===== src/rtl/complex_pair_merge.sv =====
// Complex-product merge stage: forms Re = X - Y and Im = X + Y over two input beats,
// then holds the complex result vector under a valid/ready handshake.
module complex_pair_merge #(
    parameter int unsigned WORD_LEN   = 16,
    parameter int unsigned MATRIX_DIM = 4,
    parameter int unsigned CNT_LEN    = 8,
    parameter logic        REAL_SET   = 1'b1
) (
    input  logic                                  clk,
    input  logic                                  rst_n,
    input  logic                                  clr,
    output logic                                  state,
    input  logic                                  in_valid,
    output logic                                  in_ready,
    input  logic [MATRIX_DIM*2*WORD_LEN-1:0]      P_X,
    input  logic [MATRIX_DIM*2*WORD_LEN-1:0]      P_Y,
    output logic                                  out_valid,
    input  logic                                  out_ready,
    output logic [MATRIX_DIM*(2*WORD_LEN+1)-1:0]  RE_OUT,
    output logic [MATRIX_DIM*(2*WORD_LEN+1)-1:0]  IM_OUT,
    output logic [CNT_LEN-1:0]                    res_cnt
);

    localparam int unsigned PROD_LEN = 2 * WORD_LEN;
    localparam int unsigned RES_LEN  = PROD_LEN + 1;

    typedef enum logic [1:0] {
        S_REAL,
        S_IMAG,
        S_OUT
    } fsm_t;

    fsm_t fsm, fsm_nxt;
    logic accept;
    logic [MATRIX_DIM*RES_LEN-1:0] diff, sum;

    assign in_ready = (fsm != S_OUT);
    assign accept   = in_valid && in_ready && !clr;

    always_comb begin
        fsm_nxt = fsm;
        if (clr) begin
            fsm_nxt = S_REAL;
        end else begin
            case (fsm)
                S_REAL:  if (accept)    fsm_nxt = S_IMAG;
                S_IMAG:  if (accept)    fsm_nxt = S_OUT;
                S_OUT:   if (out_ready) fsm_nxt = S_REAL;
                default:                fsm_nxt = S_REAL;
            endcase
        end
    end

    // One-bit sign extension keeps every sum/difference exact.
    always_comb begin
        diff = '0;
        sum  = '0;
        for (int unsigned k = 0; k < MATRIX_DIM; k++) begin
            diff[k*RES_LEN +: RES_LEN] =
                {P_X[k*PROD_LEN + PROD_LEN - 1], P_X[k*PROD_LEN +: PROD_LEN]} -
                {P_Y[k*PROD_LEN + PROD_LEN - 1], P_Y[k*PROD_LEN +: PROD_LEN]};
            sum[k*RES_LEN +: RES_LEN] =
                {P_X[k*PROD_LEN + PROD_LEN - 1], P_X[k*PROD_LEN +: PROD_LEN]} +
                {P_Y[k*PROD_LEN + PROD_LEN - 1], P_Y[k*PROD_LEN +: PROD_LEN]};
        end
    end

    always_ff @(posedge clk or negedge rst_n) begin
        if (!rst_n) begin
            fsm       <= S_REAL;
            state     <= REAL_SET;
            out_valid <= 1'b0;
            res_cnt   <= '0;
        end else begin
            fsm       <= fsm_nxt;
            state     <= (fsm_nxt == S_REAL) ? REAL_SET : ~REAL_SET;
            out_valid <= (fsm_nxt == S_OUT);
            if (!clr && fsm == S_OUT && out_ready)
                res_cnt <= res_cnt + 1'b1;
        end
    end

    always_ff @(posedge clk or negedge rst_n) begin
        if (!rst_n) begin
            RE_OUT <= '0;
            IM_OUT <= '0;
        end else if (accept) begin
            if (fsm == S_REAL)
                RE_OUT <= diff;
            else
                IM_OUT <= sum;
        end
    end

endmodule


===== config.mk =====
export PLATFORM = sky130hd
export DESIGN_NAME = complex_pair_merge
export DESIGN_NICKNAME = d
export VERILOG_FILES = /design/src/rtl/complex_pair_merge.sv
export SDC_FILE = /design/constraint.sdc
export NUM_CORES = 1
export LEC_CHECK = 0
export CAP_MARGIN = 20
export CELL_PAD_IN_SITES_DETAIL_PLACEMENT = 0
export CELL_PAD_IN_SITES_GLOBAL_PLACEMENT = 2
export CORE_MARGIN = 1.5
export CORE_UTILIZATION = 27
export CTS_CLUSTER_DIAMETER = 30
export CTS_CLUSTER_SIZE = 20
export DETAILED_ROUTE_END_ITERATION = 7
export GPL_TIMING_DRIVEN = 0
export PLACE_DENSITY_LB_ADDON = 0.15
export SYNTH_ARGS = -nofsm -noshare
export SYNTH_HDL_FRONTEND = slang
export SYNTH_SLANG_ARGS = --single-unit

===== constraint.sdc =====
create_clock -name clk -period 1.9 [get_ports clk]
set_input_delay 0.475 -clock clk [delete_from_list [all_inputs] [get_ports clk]]
set_output_delay 0.475 -clock clk [all_outputs]
set_load 0.05 [all_outputs]

==> run_results.csv, run 1 <==
group,metric,value,unit
clock_tree,clockBufferDepth,3,
setup_path,cp_data_required_time,2380,ps
outcome,failing_checks,"negative hold slack, negative setup slack",
clock_tree,clkTransAtPathRegs,40,ps
drt,drtAntennaViolNets,0,
power_and_ir_drop,static_leakage,18.41,nW
clock_tree,clk-insertion-delay-late,630,ps
logic_synthesis,synth-seq-area-share,0.3019,
clock_tree,cts_htree_levels,3,
sta,final_hold_viol_count,59,
floorplan,dieArea,0.08651,mm2
placement,place_congestion,0.8785,
drt,wl_met1,46.51,mm
power_and_ir_drop,p_total,46.62,mW
sta,setup_slack,-916.7,ps
sta,relSlewSlack,0.5086,
floorplan,start_util,0.2730,
drt,routedWlPerCell,21.43,um
setup_path,worst_path_most_repeated_cell,"buf_8",
logic_synthesis,synth-main-ff-cell,"dfrtp_1",
logic_synthesis,synth_common_cells,"nand2_1, dfrtp_1, ha_1, a21oi_1, nor2_1",
layout,final-instance-count-excl-fill,5071,
placement,dpl.cell_count,4564,
logic_synthesis,post_synth_mux_area_share,0.002406,
logic_synthesis,syn_area_per_cell,7.924,um2
drt,drt-vias-per-instance,4.926,
sta,final.min_clock_period,2817,ps
placement,detailed_place_hpwl,80.52,mm
floorplan,die_width,294.1,um
grt,antenna_found_initial,36,
power_and_ir_drop,power_density,1121,mW/mm2
drt,num_vias,24982,
setup_path,crit_arrival,3300,ps
sta,finalHoldWorstSlack,-234.2,ps
logic_synthesis,synthAdderAreaFrac,0.1475,
drt,dr_wl_met2,53.09,mm
drt,wl,108.7,mm
drt,detail_route.drc_violations,0,
logic_synthesis,number_of_enable_flip_flop_cells_after_synthesis,0,
logic_synthesis,synth_top_area_frac,0.3007,
layout,filler_cell_count_in_the_final_layout,7993,
logic_synthesis,netlist.top_cell.by_area,"dfrtp_1",
setup_path,cp_slowest_cell,"or4_4",
sta,clock.fmax,355.0,MHz
setup_path,crit_path_cell_trace,"buf_8, inv_4, ha_4, buf_8, or4_4, nor3_4, o211ai_1, a32oi_2, a221o_1, nand3_2, a211oi_4, buf_4, a21boi_2, xnor2_1, o21ai_1",
setup_path,path_delay_family,"compound AO/OA/AOI/OAI gates",
logic_synthesis,synth.cell_area,0.02288,mm2
drt,initial_detailed_routing_violation_count,1267,
logic_synthesis,synth_warnings,0,
grt,grt_start_max_net_pins,80,
setup_path,critical_path.startpoint,"P_Y[103]",
power_and_ir_drop,max-vdd-ir-drop,0.0008242,V
sta,setup_repair_after_global_routing_missed_its_margin,"yes",
sta,setup_viol_count_final,215,
floorplan,rows,106,
logic_synthesis,postSynthCellCount,2888,
floorplan,design.core.area,0.08382,mm2
sta,period_share,1.482,
layout,nNetsFinal,4380,
setup_path,timing_worst_setup_path_type,"input port to flip-flop",
logic_synthesis,synth-xor-area-share,0.08803,
drt,dr.pass1.iters,5,
clock_tree,cts_tree,"built",
logic_synthesis,syn_nets,3414,
logic_synthesis,ys_seq_elements,276,
layout,areaGrowthSynthToFinish,81.75,%
drt,detailroute.wirelength.met3,6.314,mm
outcome,result_of_the_run,"finished with violations",
job,max-cap-violations,0,
setup_path,r2r_start,"fsm[1]",
grt,wire_length_of_the_first_global_routing_pass,160.1,mm
logic_synthesis,synth_compound_gate_area_share,0.2316,
grt,global_route.usage.total,0.2438,
sta,setup-tns-final,-69980,ps
logic_synthesis,largest_family_of_logic_cells_by_synthesized_area,"compound AO/OA/AOI/OAI gates",
setup_path,worstSetupStartpointType,"input port",
setup_path,worstPathBufferInverterCount,4,
setup_path,cpPeakStageDelay,550,ps
logic_synthesis,yosys.cell_count.top_type,"nand2_1",
sta,clock_skew,8.420,ps
logic_synthesis,synthArstFlopShare,1.000,
layout,final_layout_size_suffix_gt1_frac,0.4461,
sta,drv_slew,0,
drt,top_layer,"met5",
clock_tree,number_of_clock_sinks,276,
worst_hold_path,hold_path.class,"input port to asynchronous set/reset pin",
logic_synthesis,synth_top_cells_by_area,"dfrtp_1, ha_1, xnor2_1",
sta,worst_slew_pin_slew,730.4,ps
placement,place.port_buffers,535,
logic_synthesis,synthDistinctLibCells,86,
logic_synthesis,synth_simple_gate_area_frac,0.1604,
grt,grt_pass1_vias,25785,
floorplan,die-height,294.1,um
setup_path,critical_path.max_fanout,2,
clock_tree,cts-root-buf,"clkbuf_16",
grt,overflow,0,
clock_tree,cts_made_buffers,91,
setup_path,worstSetupEndpointType,"flip-flop",
floorplan,boundaryPins,536,
==> kinds of logic after synthesis <==
family,Yosys count
AOI/OAI and AO/OA,873
and+or+nand+nor,829
buffers and inverters,410
DFF,276
adders and majority gates,265
xor gates and xnor gates,230
muxes,5
==> cell type report <==
type                       count  area [um2]  area share
timing repair buffer         940        8612      0.2071
buffer                        90       945.9     0.02274
sequential                   276        6909      0.1661
multi-input combinational   2202       19190      0.4614
clock buffer                 138        2746     0.06603
clock inverter                33       493.0     0.01185
antenna                        5       12.51   0.0003008
inverter                     253        1264     0.03038
tap                         1134        1419     0.03411
==> stage by stage <==
step | hold WS [ps] | utilization | setup WS, ps | cell area [um2]
finish | -234.2 | 0.4962 | -916.7 | 41590
global route | -227.4 | 0.4962 | -1028 | 41590
CTS | -255.7 | 0.4747 | -942.7 | 39790
detailed placement | 433.6 | 0.3792 | -2921 | 31790
global placement | 464.5 | 0.3775 | -12770 | 31640
floorplan | 179.4 | - | -1208 | 24870
==> registers in the layout (all words and copies together), names as in the netlist <==
register and count:
state 1, res_cnt 8, fsm 2, IM_OUT 132, out_valid 1, RE_OUT 132
==> layout by cell type, fill, tap and decap left out, types with 24 or more instances in the layout <==
| master | instances |
|---|---|
| buf_4 | 319 |
| nand2_1 | 305 |
| dfrtp_1 | 274 |
| o21ai_1 | 214 |
| nor2_1 | 198 |
| clkdlybuf4s15_2 | 165 |
| a21oi_1 | 148 |
| xnor2_1 | 144 |
| buf_2 | 142 |
| inv_1 | 131 |
| ha_1 | 131 |
| ha_4 | 113 |
| clkbuf_16 | 109 |
| buf_6 | 103 |
| clkdlybuf4s50_1 | 86 |
| o21ai_0 | 68 |
| inv_2 | 66 |
| a21oi_2 | 63 |
| o21bai_1 | 44 |
| nor3_1 | 39 |
| clkbuf_8 | 39 |
| xor2_1 | 39 |
| xnor2_2 | 38 |
| clkbuf_1 | 37 |
| o21ai_2 | 36 |
| dlygate4sd2_1 | 36 |
| a21o_1 | 35 |
| buf_8 | 31 |
| clkbuf_2 | 29 |
| nand2_2 | 29 |
| inv_4 | 28 |
| a21oi_4 | 26 |
| nand3_1 | 24 |
==> power breakdown <==
group / total (mW) / internal (mW) / switching, mW
clock network: 15.8 / 11.3 / 4.47
logic: 21.7 / 7.67 / 14.0
registers: 9.12 / 7.79 / 1.33
total: 46.6 / 26.8 / 19.8
==> per-layer routing <==
layer  global-route usage  vias to the layer above
li1                     -                    11893
met1               0.3037                    12252
met2               0.4177                      629
met3              0.06027                      182
met4              0.06274                       26
met5                    0                        -
==> what timing repair did <==
| action | CTS | global route |
|---|---|---|
| endpoints found under the hold margin | 59 | 59 |
| resized for setup | 2332 | 298 |
| setup endpoints to repair | 540 | 321 |
| cloned | 6 | 2 |
| pin swaps | 372 | 246 |
| buffers inserted | 294 | 123 |
==> worst paths after layout <==
check	endpoint	slack [ps]	cells past startpoint
worst max-delay path	IM_OUT[124]	-920	15
worst min-delay path	RE_OUT[89]	-230	1
worst max register to register	RE_OUT[52]	-340	10
worst min register to register	res_cnt[7]	470	1
max in group asynchronous	IM_OUT[1]	560	4
min in group clk	IM_OUT[66]	170	3
No activity file was read; power rests on OpenSTA's default activity.
==> inputs of run 2 (changes only) <==
--- a/config.mk
+++ b/config.mk
@@ -10,7 +10,7 @@
 export CELL_PAD_IN_SITES_GLOBAL_PLACEMENT = 2
 export CORE_MARGIN = 1.5
 export CORE_UTILIZATION = 27
-export CTS_CLUSTER_DIAMETER = 30
+export CTS_CLUSTER_DIAMETER = 40
 export CTS_CLUSTER_SIZE = 20
 export DETAILED_ROUTE_END_ITERATION = 7
 export GPL_TIMING_DRIVEN = 0
==> constraint.sdc (replaced) <==
create_clock -name clk -period 1.9 [get_ports clk]
set_input_delay 0.57 -clock clk [delete_from_list [all_inputs] [get_ports clk]]
set_output_delay 0.57 -clock clk [all_outputs]
set_load 0.05 [all_outputs]
==> run 2 against run 1 <==
Compared with the run above: the run ends with negative setup slack left; clock skew up 5.6 ps; sequential share of layout area up 0.083 points; sequential power up 2%; fmax up 0.24%; utilization down 0.22 points; global-route usage up 0.052 points; critical path depth down 3; power down 4.0%; wire length up 0.53%; setup slack better by 6.9 ps; non-clock buffer count up 10; design area down 0.44%; critical path type unchanged; critical endpoint is now IM_OUT[30].
==> run_results.csv, run 2 (synthesis results as in run 1) <==
group,metric,value,unit
outcome,result_of_the_run,"finished with violations",
outcome,failing_checks,"negative setup slack",
layout,largest_registers,"IM_OUT (132), RE_OUT (132), res_cnt (8)",
floorplan,rows,106,
setup_path,cp_data_required_time,2440,ps
sta,setup_viol_count_final,234,
setup_path,worstSetupStartpointType,"input port",
clock_tree,clockBufferDepth,3,
placement,detailed_place_hpwl,79.59,mm
clock_tree,number_of_clock_sinks,276,
sta,setup-tns-final,-83620,ps
sta,worst_slew_pin_slew,673.4,ps
floorplan,dieArea,0.08651,mm2
grt,overflow,0,
clock_tree,clkTransAtPathRegs,50,ps
sta,clock_skew,14.01,ps
floorplan,die_width,294.1,um
drt,drtAntennaViolNets,0,
setup_path,cp_slowest_cell,"or4_4",
sta,final_hold_viol_count,0,
layout,multi_input_comb_area,0.01972,mm2
job,max-cap-violations,0,
drt,wl,109.2,mm
drt,dr.pass1.iters,5,
grt,grt_pass1_vias,25886,
setup_path,crit_path_cell_trace,"buf_2, ha_4, nor2b_4, or4_4, nor2_4, o41ai_4, a311oi_4, o31ai_4, a221oi_4, nor4_2, or4_1, a31oi_1",
power_and_ir_drop,static_leakage,18.75,nW
setup_path,crit-reg2reg-capture,"RE_OUT[127]",
grt,grt_start_max_net_pins,78,
setup_path,timing_worst_setup_path_type,"input port to flip-flop",
worst_hold_path,timing.hold.worst_path_depth,3,
sta,relSlewSlack,0.5470,
clock_tree,cts-root-buf,"clkbuf_16",
power_and_ir_drop,p_total,44.74,mW
floorplan,design.core.area,0.08382,mm2
floorplan,start_util,0.2730,
setup_path,worst_r2r_path_depth,9,
layout,nNetsFinal,4376,
setup_path,crit_arrival,3350,ps
layout,areaGrowthSynthToFinish,80.95,%
drt,drt-vias-per-instance,4.929,
layout,final_common_cell,"buf_4",
layout,final_cell_mix,"buf_4, dfrtp_1, nand2_1",
drt,num_vias,24900,
grt,global_route.usage.total,0.2443,
sta,clock.fmax,355.9,MHz
worst_hold_path,hold_start,"P_Y[32]",
layout,final_layout_size_suffix_gt1_frac,0.4678,
floorplan,boundaryPins,536,
clock_tree,cts_htree_levels,3,
sta,period_share,1.479,
setup_path,reg2reg_slack,-380,ps
sta,setup_repair_after_global_routing_missed_its_margin,"yes",
clock_tree,clk-insertion-delay-late,630,ps
power_and_ir_drop,max-vdd-ir-drop,0.0008834,V
sta,drv_slew,0,
layout,final_area,0.04141,mm2
clock_tree,cts_made_buffers,77,
clock_tree,cts_tree,"built",
worst_hold_path,hold_path_end,"RE_OUT[33]",
power_and_ir_drop,power_density,1081,mW/mm2
setup_path,cpPeakStageDelay,480,ps
setup_path,worstSetupEndpointType,"flip-flop",
worst_hold_path,hold_path.class,"input port to flip-flop",
sta,setup_slack,-909.8,ps
setup_path,r2r_start,"fsm[0]",
drt,routedWlPerCell,21.62,um
layout,area_taken_by_flip_flops_and_latches,0.006913,mm2
layout,filler_cell_count_in_the_final_layout,7966,
setup_path,worstPathBufferInverterCount,1,
sta,final.min_clock_period,2810,ps
placement,placed_cell_area,0.03192,mm2
grt,wire_length_of_the_first_global_routing_pass,160.4,mm
grt,antenna_found_initial,18,
drt,initial_detailed_routing_violation_count,1143,
placement,place_congestion,0.8684,
placement,place.port_buffers,535,
setup_path,critical_path.max_fanout,3,
setup_path,path_delay_family,"compound AO/OA/AOI/OAI gates",
drt,detail_route.drc_violations,0,
floorplan,die-height,294.1,um
==> run 2: cell count changes in the layout (fill, tap and decap cells not counted), sizes merged, moves of 5 or more <==
| cell | change |
|---|---|
| buf | +160 |
| clkbuf | -17 |
| clkdlybuf4s15 | -164 |
| clkdlybuf4s18 | -20 |
| clkinv | +7 |
| clkinvlp | +7 |
| dlygate4sd2 | +5 |
==> run 2: worst max-delay path by stage <==
stage | startpoint | endpoint | cells after the start
final | P_X[6] | IM_OUT[30] | 12
after detailed placement | P_Y[2] | IM_OUT[32] | 14
after global routing | P_Y[0] | IM_OUT[22] | 14
after floorplan | P_Y[7] | IM_OUT[30] | 13
after global placement | rst_n | RE_OUT[115] | 1
after CTS | P_Y[103] | IM_OUT[128] | 14
==> run 2: final cells by class <==
class                      instances  share of cell area
multi-input combinational       2202              0.4762
inverter                         253             0.03064
clock inverter                    48             0.01499
sequential                       276              0.1669
clock buffer                      95             0.05034
antenna                            4           0.0002417
timing repair buffer             948              0.1998
buffer                            92             0.02650
tap                             1134             0.03426
==> run 2: where the power goes <==
part           switching (mW)  internal [mW]
sequential               1.48           7.78
clock                    4.35           9.29
combinational            14.2           7.62
total                    20.0           24.7
==> run 2: routing by layer <==
metal	global-route usage	part of all wire
met4	0.07191	0.030
met1	0.2969	0.42
met5	0	0.0015
met3	0.06737	0.065
met2	0.4183	0.48
==> run 2: worst reg2reg max path, delay by kind of cell (launching register included) <==
family | cells | cell delay [ps]
AO/OA/AOI/OAI | 2 | 290
buffers and inverters | 6 | 920
flip-flops | 1 | 390
AND/OR/NAND/NOR | 1 | 550
==> run 2: repair_timing <==
action                     4_1_cts  5_1_grt
hold endpoints to repair        67        0
setup endpoints to repair      539      291
pin swaps                      430      303
hold buffers                     1        0
buffers inserted               312      113
gates cloned                    17        4
resized for setup             2856      424
==> run 2: metrics by stage <==
step | util | hold WS (ps) | worst slack (ps) | instances
floorplan | - | 274.4 | -1303 | 2888
global route | 0.4940 | 235.0 | -1009 | 5050
global placement | 0.3788 | 453.5 | -12800 | 4557
detailed placement | 0.3808 | 471.4 | -2370 | 4565
CTS | 0.4696 | 224.9 | -864.8 | 4977
finish | 0.4940 | 261.8 | -909.8 | 5052
